===== config.mk =====
export PLATFORM = sky130hd
export DESIGN_NAME = gomoku_judge_flat
export DESIGN_NICKNAME = d
export VERILOG_FILES = /design/src/rtl/gomoku_pkg.sv /design/src/rtl/gomoku_judge_if.sv /design/src/rtl/gomoku_cell_probe.sv /design/src/rtl/gomoku_judge.sv /design/src/flat_wrapper.sv
export SDC_FILE = /design/constraint.sdc
export NUM_CORES = 1
export LEC_CHECK = 0
export ABC_AREA = 0
export CORE_AREA = 8 8 178 180
export CTS_CLUSTER_SIZE = 8
export DETAILED_ROUTE_END_ITERATION = 8
export DIE_AREA = 0 0 186 188
export HOLD_SLACK_MARGIN = 0.12
export SLEW_MARGIN = 0
export SYNTH_ARGS = -nofsm -noshare
export SYNTH_HDL_FRONTEND = slang
export SYNTH_HIERARCHICAL = 1
export SYNTH_SLANG_ARGS = --single-unit

===== constraint.sdc =====
create_clock -name clk -period 7.3 [get_ports clk]
set_clock_uncertainty 0.2 [all_clocks]
set_input_delay 1.095 -clock clk [delete_from_list [all_inputs] [get_ports clk]]
set_output_delay 1.095 -clock clk [all_outputs]
set_load 0.03 [all_outputs]

===== src/rtl/gomoku_pkg.sv =====
// gomoku_pkg: shared constants and types for the gomoku judge.
//   BOARD_N / CELLS / WIN_LEN : board geometry and winning run length
//   state_t                   : judge scan state machine encoding
//   WIN_*                     : winner output codes
//   DIR_DR / DIR_DC           : row/column delta for the four scan directions
//   probe_step                : signed offset of the k-th probe along a direction
package gomoku_pkg;

    localparam int BOARD_N = 15;
    localparam int CELLS   = 225;
    localparam int WIN_LEN = 5;

    typedef enum logic [2:0] {
        IDLE = 3'd0,
        POS  = 3'd1,
        NEG  = 3'd2,
        EVAL = 3'd3,
        DONE = 3'd4
    } state_t;

    localparam logic [1:0] WIN_NONE  = 2'b00;
    localparam logic [1:0] WIN_HUMAN = 2'b01;
    localparam logic [1:0] WIN_CPU   = 2'b10;
    localparam logic [1:0] WIN_DRAW  = 2'b11;

    // Directions: horizontal, vertical, diagonal, anti-diagonal.
    localparam logic signed [1:0] DIR_DR [4] = '{2'sd0, 2'sd1, 2'sd1,  2'sd1};
    localparam logic signed [1:0] DIR_DC [4] = '{2'sd1, 2'sd0, 2'sd1, -2'sd1};

    // Offset k*d (or -k*d when scanning the negative side); d is -1, 0 or +1.
    function automatic logic signed [5:0] probe_step(input logic signed [1:0] d,
                                                     input logic [2:0]        k,
                                                     input logic              neg);
        logic signed [5:0] kk;
        logic signed [1:0] de;
        kk = $signed({3'b000, k});
        de = neg ? -d : d;
        if (de == 2'sd1)
            return kk;
        else if (de == -2'sd1)
            return -kk;
        return 6'sd0;
    endfunction

endpackage


===== src/rtl/gomoku_judge_if.sv =====
// gomoku_judge_if: move request / board / verdict bundle of the gomoku judge.
//   pressed, move_row, move_col  : move commit from the keyboard player
//   board_human, board_cpu       : stone bitmaps, bit index = row*15+col
//   is_player, busy, game_over,
//   winner, move_count           : judge status back to the game
// Modports: master (game side), slave (judge side).
interface gomoku_judge_if;

    logic                          pressed;
    logic [3:0]                    move_row;
    logic [3:0]                    move_col;
    logic [gomoku_pkg::CELLS-1:0]  board_human;
    logic [gomoku_pkg::CELLS-1:0]  board_cpu;
    logic                          is_player;
    logic                          busy;
    logic                          game_over;
    logic [1:0]                    winner;
    logic [7:0]                    move_count;

    modport master (
        output pressed, move_row, move_col, board_human, board_cpu,
        input  is_player, busy, game_over, winner, move_count
    );

    modport slave (
        input  pressed, move_row, move_col, board_human, board_cpu,
        output is_player, busy, game_over, winner, move_count
    );

endinterface


===== src/rtl/gomoku_cell_probe.sv =====
// gomoku_cell_probe: combinational bounds check and cell lookup.
//   i_row, i_col : signed probe coordinates (may fall off the board)
//   i_board      : stone bitmap, bit index = row*15+col
//   o_on_board   : coordinates lie inside the 15x15 board
//   o_cell       : stone present at the probed cell (0 when off-board)
module gomoku_cell_probe
    import gomoku_pkg::*;
(
    input  logic signed [5:0]   i_row,
    input  logic signed [5:0]   i_col,
    input  logic [CELLS-1:0]    i_board,
    output logic                o_on_board,
    output logic                o_cell
);

    localparam logic signed [5:0] N_S = 6'(BOARD_N);

    logic       w_on_board;
    logic [7:0] w_idx;
    logic [7:0] w_idx_safe;

    assign w_on_board = (i_row >= 6'sd0) && (i_row < N_S) &&
                        (i_col >= 6'sd0) && (i_col < N_S);
    assign w_idx      = {4'b0000, i_row[3:0]} * 8'(BOARD_N) + {4'b0000, i_col[3:0]};
    // Off-board coordinates can alias past the last cell; pin them to 0.
    assign w_idx_safe = w_on_board ? w_idx : 8'd0;

    assign o_on_board = w_on_board;
    assign o_cell     = w_on_board & i_board[w_idx_safe];

endmodule


===== src/rtl/gomoku_judge.sv =====
// gomoku_judge: win/draw judge for a 15x15 gomoku board.
// On each accepted move it scans the four directions through the new stone,
// one cell per cycle, and reports a win, a draw on the 225th move, or hands
// the turn to the other side.
//   clk  : system clock
//   rst  : synchronous active-low reset
//   bus  : gomoku_judge_if.slave (move request in, boards in, verdict out)
// Build option: JUDGE_EXACT_FIVE_EN -- only an exact run of five wins.
module gomoku_judge
    import gomoku_pkg::*;
(
    input  logic            clk,
    input  logic            rst,
    gomoku_judge_if.slave   bus
);

    state_t      r_state, w_state_n;
    logic        r_pressed_q;
    logic        r_is_player, w_is_player_n;
    logic        r_game_over, w_game_over_n;
    logic [1:0]  r_winner, w_winner_n;
    logic [7:0]  r_move_count, w_move_count_n;
    logic [1:0]  r_dir, w_dir_n;
    logic [2:0]  r_k, w_k_n;
    logic [2:0]  r_pos_hits, w_pos_hits_n;
    logic [2:0]  r_neg_hits, w_neg_hits_n;
    logic        r_win, w_win_n;
    logic        r_mover, w_mover_n;
    logic [3:0]  r_row, w_row_n;
    logic [3:0]  r_col, w_col_n;

    logic              w_req;
    logic              w_neg;
    logic signed [5:0] w_prow;
    logic signed [5:0] w_pcol;
    logic [CELLS-1:0]  w_board;
    logic              w_on_board;
    logic              w_cell;
    logic              w_hit;
    logic [3:0]        w_run;
    logic              w_is_win;

    assign w_req   = bus.pressed & ~r_pressed_q;
    assign w_neg   = (r_state == NEG);
    assign w_prow  = $signed({2'b00, r_row}) + probe_step(DIR_DR[r_dir], r_k, w_neg);
    assign w_pcol  = $signed({2'b00, r_col}) + probe_step(DIR_DC[r_dir], r_k, w_neg);
    assign w_board = r_mover ? bus.board_human : bus.board_cpu;
    assign w_hit   = w_on_board & w_cell;
    assign w_run   = 4'd1 + {1'b0, r_pos_hits} + {1'b0, r_neg_hits};

`ifdef JUDGE_EXACT_FIVE_EN
    assign w_is_win = (w_run == 4'(WIN_LEN));
`else
    assign w_is_win = (w_run >= 4'(WIN_LEN));
`endif

    gomoku_cell_probe u_probe (
        .i_row      (w_prow),
        .i_col      (w_pcol),
        .i_board    (w_board),
        .o_on_board (w_on_board),
        .o_cell     (w_cell)
    );

    always_comb begin
        w_state_n      = r_state;
        w_is_player_n  = r_is_player;
        w_game_over_n  = r_game_over;
        w_winner_n     = r_winner;
        w_move_count_n = r_move_count;
        w_dir_n        = r_dir;
        w_k_n          = r_k;
        w_pos_hits_n   = r_pos_hits;
        w_neg_hits_n   = r_neg_hits;
        w_win_n        = r_win;
        w_mover_n      = r_mover;
        w_row_n        = r_row;
        w_col_n        = r_col;

        case (r_state)
            IDLE: begin
                if (w_req && !r_game_over) begin
                    w_row_n   = bus.move_row;
                    w_col_n   = bus.move_col;
                    w_mover_n = r_is_player;
                    // Off-board coordinates are consumed without any effect.
                    if (bus.move_row <= 4'd14 && bus.move_col <= 4'd14) begin
                        w_move_count_n = r_move_count + 8'd1;
                        w_state_n      = POS;
                        w_dir_n        = 2'd0;
                        w_k_n          = 3'd1;
                        w_pos_hits_n   = 3'd0;
                        w_neg_hits_n   = 3'd0;
                        w_win_n        = 1'b0;
                    end
                end
            end
            POS: begin
                if (!w_hit || r_k == 3'd5) begin
                    w_state_n = NEG;
                    w_k_n     = 3'd1;
                end else begin
                    w_k_n     = r_k + 3'd1;
                end
                if (w_hit)
                    w_pos_hits_n = r_pos_hits + 3'd1;
            end
            NEG: begin
                if (!w_hit || r_k == 3'd5)
                    w_state_n = EVAL;
                else
                    w_k_n     = r_k + 3'd1;
                if (w_hit)
                    w_neg_hits_n = r_neg_hits + 3'd1;
            end
            EVAL: begin
                if (w_is_win) begin
                    w_win_n   = 1'b1;
                    w_state_n = DONE;
                end else if (r_dir == 2'd3) begin
                    w_state_n = DONE;
                end else begin
                    w_dir_n      = r_dir + 2'd1;
                    w_k_n        = 3'd1;
                    w_pos_hits_n = 3'd0;
                    w_neg_hits_n = 3'd0;
                    w_state_n    = POS;
                end
            end
            DONE: begin
                w_state_n = IDLE;
                if (r_win) begin
                    w_winner_n    = r_mover ? WIN_HUMAN : WIN_CPU;
                    w_game_over_n = 1'b1;
                end else if (r_move_count == 8'(CELLS)) begin
                    w_winner_n    = WIN_DRAW;
                    w_game_over_n = 1'b1;
                end else begin
                    w_is_player_n = ~r_is_player;
                end
            end
            default: w_state_n = IDLE;
        endcase
    end

    always_ff @(posedge clk) begin
        if (!rst) begin
            r_state      <= IDLE;
            r_pressed_q  <= 1'b1;   // a level held through reset is not an edge
            r_is_player  <= 1'b1;
            r_game_over  <= 1'b0;
            r_winner     <= WIN_NONE;
            r_move_count <= 8'd0;
            r_dir        <= 2'd0;
            r_k          <= 3'd1;
            r_pos_hits   <= 3'd0;
            r_neg_hits   <= 3'd0;
            r_win        <= 1'b0;
        end else begin
            r_state      <= w_state_n;
            r_pressed_q  <= bus.pressed;
            r_is_player  <= w_is_player_n;
            r_game_over  <= w_game_over_n;
            r_winner     <= w_winner_n;
            r_move_count <= w_move_count_n;
            r_dir        <= w_dir_n;
            r_k          <= w_k_n;
            r_pos_hits   <= w_pos_hits_n;
            r_neg_hits   <= w_neg_hits_n;
            r_win        <= w_win_n;
        end
    end

    always_ff @(posedge clk) begin
        r_mover <= w_mover_n;
        r_row   <= w_row_n;
        r_col   <= w_col_n;
    end

    assign bus.is_player  = r_is_player;
    assign bus.busy       = (r_state != IDLE);
    assign bus.game_over  = r_game_over;
    assign bus.winner     = r_winner;
    assign bus.move_count = r_move_count;

endmodule


===== src/flat_wrapper.sv =====
// flat-port wrapper written by rule: the top's interface ports become plain ports
module gomoku_judge_flat import gomoku_pkg::*;
  (clk, rst, bus_pressed, bus_move_row, bus_move_col, bus_board_human, bus_board_cpu, bus_is_player, bus_busy, bus_game_over, bus_winner, bus_move_count);
  gomoku_judge_if bus_i ();
  input  logic clk;
  input  logic rst;
  input wire logic [$bits(bus_i.pressed)-1:0] bus_pressed;
  input wire logic [$bits(bus_i.move_row)-1:0] bus_move_row;
  input wire logic [$bits(bus_i.move_col)-1:0] bus_move_col;
  input wire logic [$bits(bus_i.board_human)-1:0] bus_board_human;
  input wire logic [$bits(bus_i.board_cpu)-1:0] bus_board_cpu;
  output wire logic [$bits(bus_i.is_player)-1:0] bus_is_player;
  output wire logic [$bits(bus_i.busy)-1:0] bus_busy;
  output wire logic [$bits(bus_i.game_over)-1:0] bus_game_over;
  output wire logic [$bits(bus_i.winner)-1:0] bus_winner;
  output wire logic [$bits(bus_i.move_count)-1:0] bus_move_count;
  assign bus_i.pressed = bus_pressed;
  assign bus_i.move_row = bus_move_row;
  assign bus_i.move_col = bus_move_col;
  assign bus_i.board_human = bus_board_human;
  assign bus_i.board_cpu = bus_board_cpu;
  assign bus_is_player = bus_i.is_player;
  assign bus_busy = bus_i.busy;
  assign bus_game_over = bus_i.game_over;
  assign bus_winner = bus_i.winner;
  assign bus_move_count = bus_i.move_count;
  gomoku_judge u_core (.clk(clk), .rst(rst), .bus(bus_i));
endmodule

# --- Word-level counts from Yosys, hierarchy flattened ---
# Cells that the tools add are included.
classes:
  addsub: 13
  n_mul: 1
  order_cmp: 9
  n_eq_ne: 21
  n_mux: 56
  bitwise: 8
  reduce_logical: 25
op_table:
  columns: ["cell", "count"]
  rows:
  - ["2-to-1 mux 225 bit", 1]
  - ["2-to-1 mux 3 bit", 16]
  - ["2-to-1 mux 6 bit", 6]
  - ["2-to-1 mux 2 bit", 13]
  - ["one-hot mux 3 bit (4 select lines)", 2]
  - ["one-hot mux 3 bit (3 select lines)", 2]
  - ["AND reduction 6 bit", 3]
  - ["adder 5 x 6 -> 6 bit", 2]
  - ["greater-or-equal comparator 6 x 1 -> 1 bit (second input constant)", 2]
  - ["< comparator 6 x 5 -> 1 bit (second input constant)", 2]
  - ["2-to-1 mux 1 bit", 10]
  - ["!= test 2 x 1 -> 1 bit (second input constant)", 5]
  - ["!= test 2 bit (second input constant)", 5]
  - ["adder 3 x 1 -> 3 bit (second input constant)", 3]
  - ["< comparator 8 x 9 -> 1 bit (second input constant)", 1]
  - ["nonzero test 3 bit", 3]
  - ["adder 8 x 1 -> 8 bit (second input constant)", 1]
  - ["adder 8 x 4 -> 8 bit", 1]
  - ["binary-select mux 1 bit (select 8 bit)", 1]
  - ["binary-select mux 2 bit (select 2 bit)", 2]
  - ["== test 8 bit (second input constant)", 1]
  - ["less-or-equal comparator 4 bit (second input constant)", 2]
  - ["multiplier 4 x 4 -> 8 bit (second input constant)", 1]
  - ["2-to-1 mux 8 bit", 1]
  - ["other kinds (27)", 47]
totals:
  ff_bits: 37
  word_cells: 147

# --- Longest topological paths before layout ---
# Gate-level depths: netlist of run 1.
logic_depth:
  depth_word: 24
  ltp_mapped: 29
  depth_no_buf: 27

# --- Cells and area by module ---
# The synthesis of run 1 kept the hierarchy.
by_module_without_submodules:
  columns: ["module", "instances", "cells_per_inst", "area_per_inst_um2", "seq_area_each_um2"]
  rows:
  - ["gomoku_judge", 1, 504, 4986.0, 830.8]
  - ["gomoku_cell_probe", 1, 387, 2884.0, 0.0]

# --- Worst setup path after synthesis of run 1 ---
# Ideal clock, no wire load.
synth_timing:
  path_kind: "reg-to-reg"
  start: "register u_core.r_state[2]"
  end: "register u_core.r_k[2]"
  setup_ns: 0.117
  t_arrival_ns: 6.732
  required_ns: 6.983
  setup_slack_ns: 0.251
  path_stages_with_launch: 26
  n_path_buf: 1
  period_less_slack_ns: 7.049
  path_cell_list: "dfxtp_1 > nor3b_1 > nor2_1 > a21oi_1 > nor2_1 > fa_1 > xor2_1 > fa_1 > fa_1 > inv_1 > fa_1 > inv_1 > ha_1 > xor2_1 > and4_1 > clkbuf_1 > mux4_2 > a221oi_1 > a22oi_1 > a21boi_0 > o211ai_2 > nand2_1 > or2_2 > nor3_1 > or4_1 > a32o_1"
synth_between:
  elab_chain_len: 20
  word_cells_on_any_way: 45
  cone_classes: "add/sub: 3; mul: 1; order compare: 4; eq/ne: 12; mux: 15; bitwise: 2; reduce/logical: 8"
synth_lines:
  columns: ["element", "line_no", "text"]
  rows:
  - ["from (decl)", "gomoku_judge.sv:17", "state_t r_state, w_state_n;"]
  - ["from (signal assigned)", "gomoku_judge.sv:160", "r_state <= w_state_n;"]
  - ["== test 3 x 2 -> 1 bit *", "gomoku_judge.sv:44", "assign w_neg = (r_state == NEG);"]
  - ["2-to-1 mux 2 bit *", "gomoku_pkg.sv:37", "de = neg ? -d : d;"]
  - ["== test 2 x 1 -> 1 bit", "gomoku_pkg.sv:40", "else if (de == -2'sd1)"]
  - ["2-to-1 mux 1 bit", "gomoku_pkg.sv:40", null]
  - ["2-to-1 mux 1 bit", "gomoku_pkg.sv:38", "if (de == 2'sd1)"]
  - ["2-to-1 mux 6 bit *", "gomoku_pkg.sv:42", "return 6'sd0;"]
  - ["adder 5 x 6 -> 6 bit *", "gomoku_judge.sv:45", "assign w_prow = $signed({2'b00, r_row}) + probe_step(DIR_DR[r_dir], r_k, w_neg);"]
  - ["via u_core.w_prow[2]", "gomoku_judge.sv:34", "logic signed [5:0] w_prow;"]
  - ["branches (longest 7 deep; another with multiplier 4 x 4 -> 8 bit)", null, null]
  - ["AND 1 bit *", "gomoku_cell_probe.sv:29", "assign o_cell = w_on_board & i_board[w_idx_safe];"]
  - ["via u_core.w_cell", "gomoku_judge.sv:38", "logic w_cell;"]
  - ["AND 1 bit *", "gomoku_judge.sv:48", "assign w_hit = w_on_board & w_cell;"]
  - ["logical NOT 1 bit *", "gomoku_judge.sv:99, gomoku_judge.sv:109", null]
  - ["logical OR 1 bit *", "gomoku_judge.sv:99, gomoku_judge.sv:109", null]
  - ["!= test 2 bit (no source line) or 2-to-1 mux 3 bit (tied branches)", null, null]
  - ["AND reduction 6 bit (no source line) or one-hot mux 3 bit (4 select lines) (tied branches)", null, null]
  - ["to (signal assigned)", "gomoku_judge.sv:167", "r_k <= w_k_n;"]
  - ["to (decl)", "gomoku_judge.sv:24", "logic [2:0] r_k, w_k_n;"]
# Mark *: on every way through the listed nets, which the timed path passes. The select of a mux whose other input is x is not followed.
# A chain may end at the register's enable or synchronous reset.

# --- Worst setup path in the final report of run 1 ---
layout_timing:
  start: "register u_core.r_k[0]"
  end: "register u_core.r_k[2]"
layout_between:
  elab_chain_len: 18
  word_cells_on_any_way: 32
  cone_classes: "add/sub: 5; mul: 1; order compare: 4; eq/ne: 2; mux: 12; bitwise: 2; reduce/logical: 6"
layout_lines:
  columns: ["element", "line_no", "text"]
  rows:
  - ["negation 3 -> 6 bit", "gomoku_pkg.sv:41", "return -kk;"]
  - ["2-to-1 mux 6 bit", "gomoku_pkg.sv:40", null]
  - ["2-to-1 mux 6 bit *", "gomoku_pkg.sv:38", null]
  - ["2-to-1 mux 6 bit *", "gomoku_pkg.sv:42", null]
  - ["adder 5 x 6 -> 6 bit *", "gomoku_judge.sv:45", null]
  - ["via u_core.w_prow[2]", "gomoku_judge.sv:34", null]
  - ["branches (longest 7 deep; another with multiplier 4 x 4 -> 8 bit)", null, null]
  - ["AND 1 bit *", "gomoku_cell_probe.sv:29", null]
  - ["via u_core.w_cell", "gomoku_judge.sv:38", null]
  - ["AND 1 bit *", "gomoku_judge.sv:48", null]
  - ["logical NOT 1 bit *", "gomoku_judge.sv:99, gomoku_judge.sv:109", null]
  - ["logical OR 1 bit *", "gomoku_judge.sv:99, gomoku_judge.sv:109", null]
  - ["!= test 2 bit (no source line) or 2-to-1 mux 3 bit (tied branches)", null, null]
  - ["AND reduction 6 bit (no source line) or one-hot mux 3 bit (4 select lines) (tied branches)", null, null]
# Marks and branches as above.

==> results of run 1 <==
==> what timing repair did <==
| item | CTS | global route |
|---|---|---|
| buffers inserted | 0 | 10 |
| gates resized for setup | 0 | 11 |
| endpoints found under the setup margin | 0 | 6 |
==> synth_stat cells, drive strengths merged, types with 15 or more instances <==
| cell | instances |
|---|---|
| o21ai | 22 |
| nand2 | 51 |
| clkbuf | 43 |
| ha | 43 |
| buf | 19 |
| mux2i | 47 |
| dfxtp | 28 |
| nor4 | 16 |
| nor3 | 19 |
| mux2 | 234 |
| inv | 34 |
| nand3 | 19 |
| a211oi | 15 |
| a21oi | 31 |
| nand4 | 17 |
| nor2 | 45 |
==> worst max path at each step <==
stage	from	end	depth (start not counted)
CTS	u_core/r_k[0]	u_core/r_k[2]	27
global placement	u_core/r_k[0]	u_core/r_k[0]	27
floorplan	u_core/r_state[2]	u_core/r_k[2]	25
finish	u_core/r_k[0]	u_core/r_k[2]	25
detailed placement	u_core/r_k[0]	u_core/r_k[2]	27
global route	u_core/r_k[0]	u_core/r_k[2]	27
==> metrics by stage <==
step                cells  power, mW  instance area [um^2]
CTS                  1736       4.71                 13300
global placement     1728       4.38                 13100
floorplan             891       2.95                  7870
global route         1758       5.28                 13400
finish               1758       4.98                 13400
detailed placement   1728       4.45                 13100
==> area by class of cell <==
type | instances | area [um^2] | share of cell area (%)
multi-input cells | 758 | 6700 | 49.8
repair buffers | 520 | 5100 | 38.0
flip-flops and latches | 37 | 831 | 6.18
well taps | 390 | 488 | 3.63
inverters | 34 | 128 | 0.949
clock buffers | 5 | 125 | 0.931
clock inverters | 3 | 41.3 | 0.307
diodes | 11 | 27.5 | 0.205
==> where the power goes <==
group / total (mW) / leakage, nW / switching, mW / internal, mW
Sequential: 0.243 / 0.306 / 0.0146 / 0.228
Clock: 0.240 / 0.0775 / 0.0799 / 0.160
Combinational: 4.49 / 4.92 / 2.61 / 1.89
==> sequential cells by signal (all words and copies together) (netlist names) <==
signal,count
u_core/r_state,3
u_core/r_neg_hits,3
u_core/r_col,4
u_core/r_pressed_q,1
u_core/r_mover,1
u_core/bus.move_count,8
u_core/r_dir,2
u_core/r_k,3
u_core/bus.game_over,1
u_core/bus.winner,2
u_core/bus.is_player,1
u_core/r_win,1
u_core/r_pos_hits,3
u_core/r_row,4
==> cell families (layout without fill, tap and decap cells) <==
group                      Yosys count  after routing  synth area share, %
muxes                              286            286                 40.9
and+or+nand+nor                    224            224                 15.9
AOI/OAI and AO/OA                  172            172                 15.6
buffers and inverters               96            562                 5.20
adders and majority gates           53             53                 9.38
DFF                                 37             37                 10.6
xor gates and xnor gates            23             23                 2.56
other                                0             11                    0
==> layer usage <==
metal  wire length, um  share of wire, %  up-vias  track usage (%)
met4              1510               3.2       10             8.31
met5                64              0.14        -                0
met2             23300                50      432             44.9
met3              3890               8.3       84             6.50
met1             18100                39     4320             28.7
li1                  -                 -     4346                -
==> tightest hold or removal path: cells and delay by family (launching register included) <==
kind          cells  cell delay (ps)
flops             1              320
simple gates      1               60
mux               1               60
==> results_dict.tcl, run 1 <==
set metrics [dict create \
    first_iter_violations 622 \
    critical_path_arrival_ps 6890 \
    grt_pass1_wl_um 65100 \
    hp-start "u_core/r_neg_hits[0]" \
    ff2ff_path_depth 25 \
    preCtsSetupSlack_ps 66.2 \
    routedWlPerCell_um 26.7 \
    dieWidth_um 186 \
    reg2reg_to "u_core/r_k[2]" \
    whs_ps 285 \
    path_delay_family "adder cells" \
    ctsRootBufferMaster "clkbuf_16" \
    grt_remaining_overflow 0 \
    gp_congestion 0.917 \
    whs_path_depth 2 \
    num_rows 63 \
    outcome "finished clean" \
    die_h_um 188 \
    cellPowerDensity_nw_per_um2 370 \
    r2r_start "u_core/r_k[0]" \
    cts_max_path_buffers 2 \
    tns_ps 0 \
    grt_max_degree 121 \
    worstSetupPathType "reg -> reg" \
    fill_cells 2901 \
    max_cap_violations 0 \
    tightest_slew_ps 1080 \
    syn_nets 1405 \
    grt_pass1_vias 9707 \
    dieArea_um2 35000 \
    cpMostUsedCell "ha_1" \
    final_max_slew_viol_count 0 \
    hold_violations 0 \
    fmax_mhz 144 \
    antenna_found_initial 18 \
    slew_headroom_pct 27.5 \
    drt_first_pass_iters 7 \
    hold_buffers 0 \
    final_cell_mix "473 x clkdlybuf4s50_1, 233 x mux2_2, 51 x nand2_1" \
    fin_ws_ps 370 \
    synth-edff-count 9 \
    drive_above_1_share_pct 23.9 \
    cts.clk_slew.worst_paths_ps 50 \
    critPathMaxFanout 6 \
    area_delta_synth_final_pct 70.8 \
    initial_utilization_pct 27.1 \
    mappedNetlistArea_um2 7870 \
    async_reset_ff_share_pct 0 \
    io_pins 474 \
    yosys-top-cells-area "mux2_2 33%, dfxtp_1 7.1%, ha_1 6.8%, mux2i_1 6.0%, edfxtp_1 3.4%" \
    ys_types 78 \
    synth_area_per_cell_um2 8.83 \
    cts_tree "done" \
    dp_hpwl_um 40300 \
    synth_top_area_cell "mux2_2" \
    final_common_cell "clkdlybuf4s50_1" \
    slowest_stage "xnor2_1" \
    hold_end "u_core/r_neg_hits[0]" \
    htree_levels 2 \
    min_period_over_period_pct 94.9 \
    fin_util_pct 46.3 \
    synth_cells 891 \
    vdd_drop_max_mv 0.378 \
    yosys.area.top_type_share_pct 33.3 \
    io_buffers 473 \
    leakage_nw 5.31 \
    cts_buffers 5 \
    cp-start-kind "flop" \
    finalWirelength_um 46900 \
    required_ps 7260 \
    num-nets-final 1870 \
    cp-end-kind "flop" \
    clk_latency_ps 280 \
    ant_nets 0 \
    cp_slowest_stage_delay_ps 670 \
    coreArea_um2 29000 \
    synth_seq_area_share_pct 10.6 \
    fin_crit_ps 6930 \
    synth-warning-count 6 \
    synth_flop_cell "dfxtp_1" \
    regToRegSetupSlack_ps 370 \
    finalSetupViolations 0 \
    clock-sinks 37 \
    synth-seq-cells 37 \
    grt_usage_pct 25.2 \
    avgViaCountPerCell 5.23 \
    drc 0 \
    path_buf_inv 3 \
    vias 9192 \
    hold_class "reg -> reg" \
]
Note: power is estimated with default switching activity, not from simulation.
==> run 2: changes to the inputs <==
--- a/config.mk
+++ b/config.mk
@@ -6,6 +6,7 @@
 export NUM_CORES = 1
 export LEC_CHECK = 0
 export ABC_AREA = 0
+export ABC_CLOCK_PERIOD_IN_PS = 7300
 export CORE_AREA = 8 8 178 180
 export CTS_CLUSTER_SIZE = 8
 export DETAILED_ROUTE_END_ITERATION = 8
==> results of run 2 <==
Same layout as run 1: the final DEF is identical, and so are final timing and power.
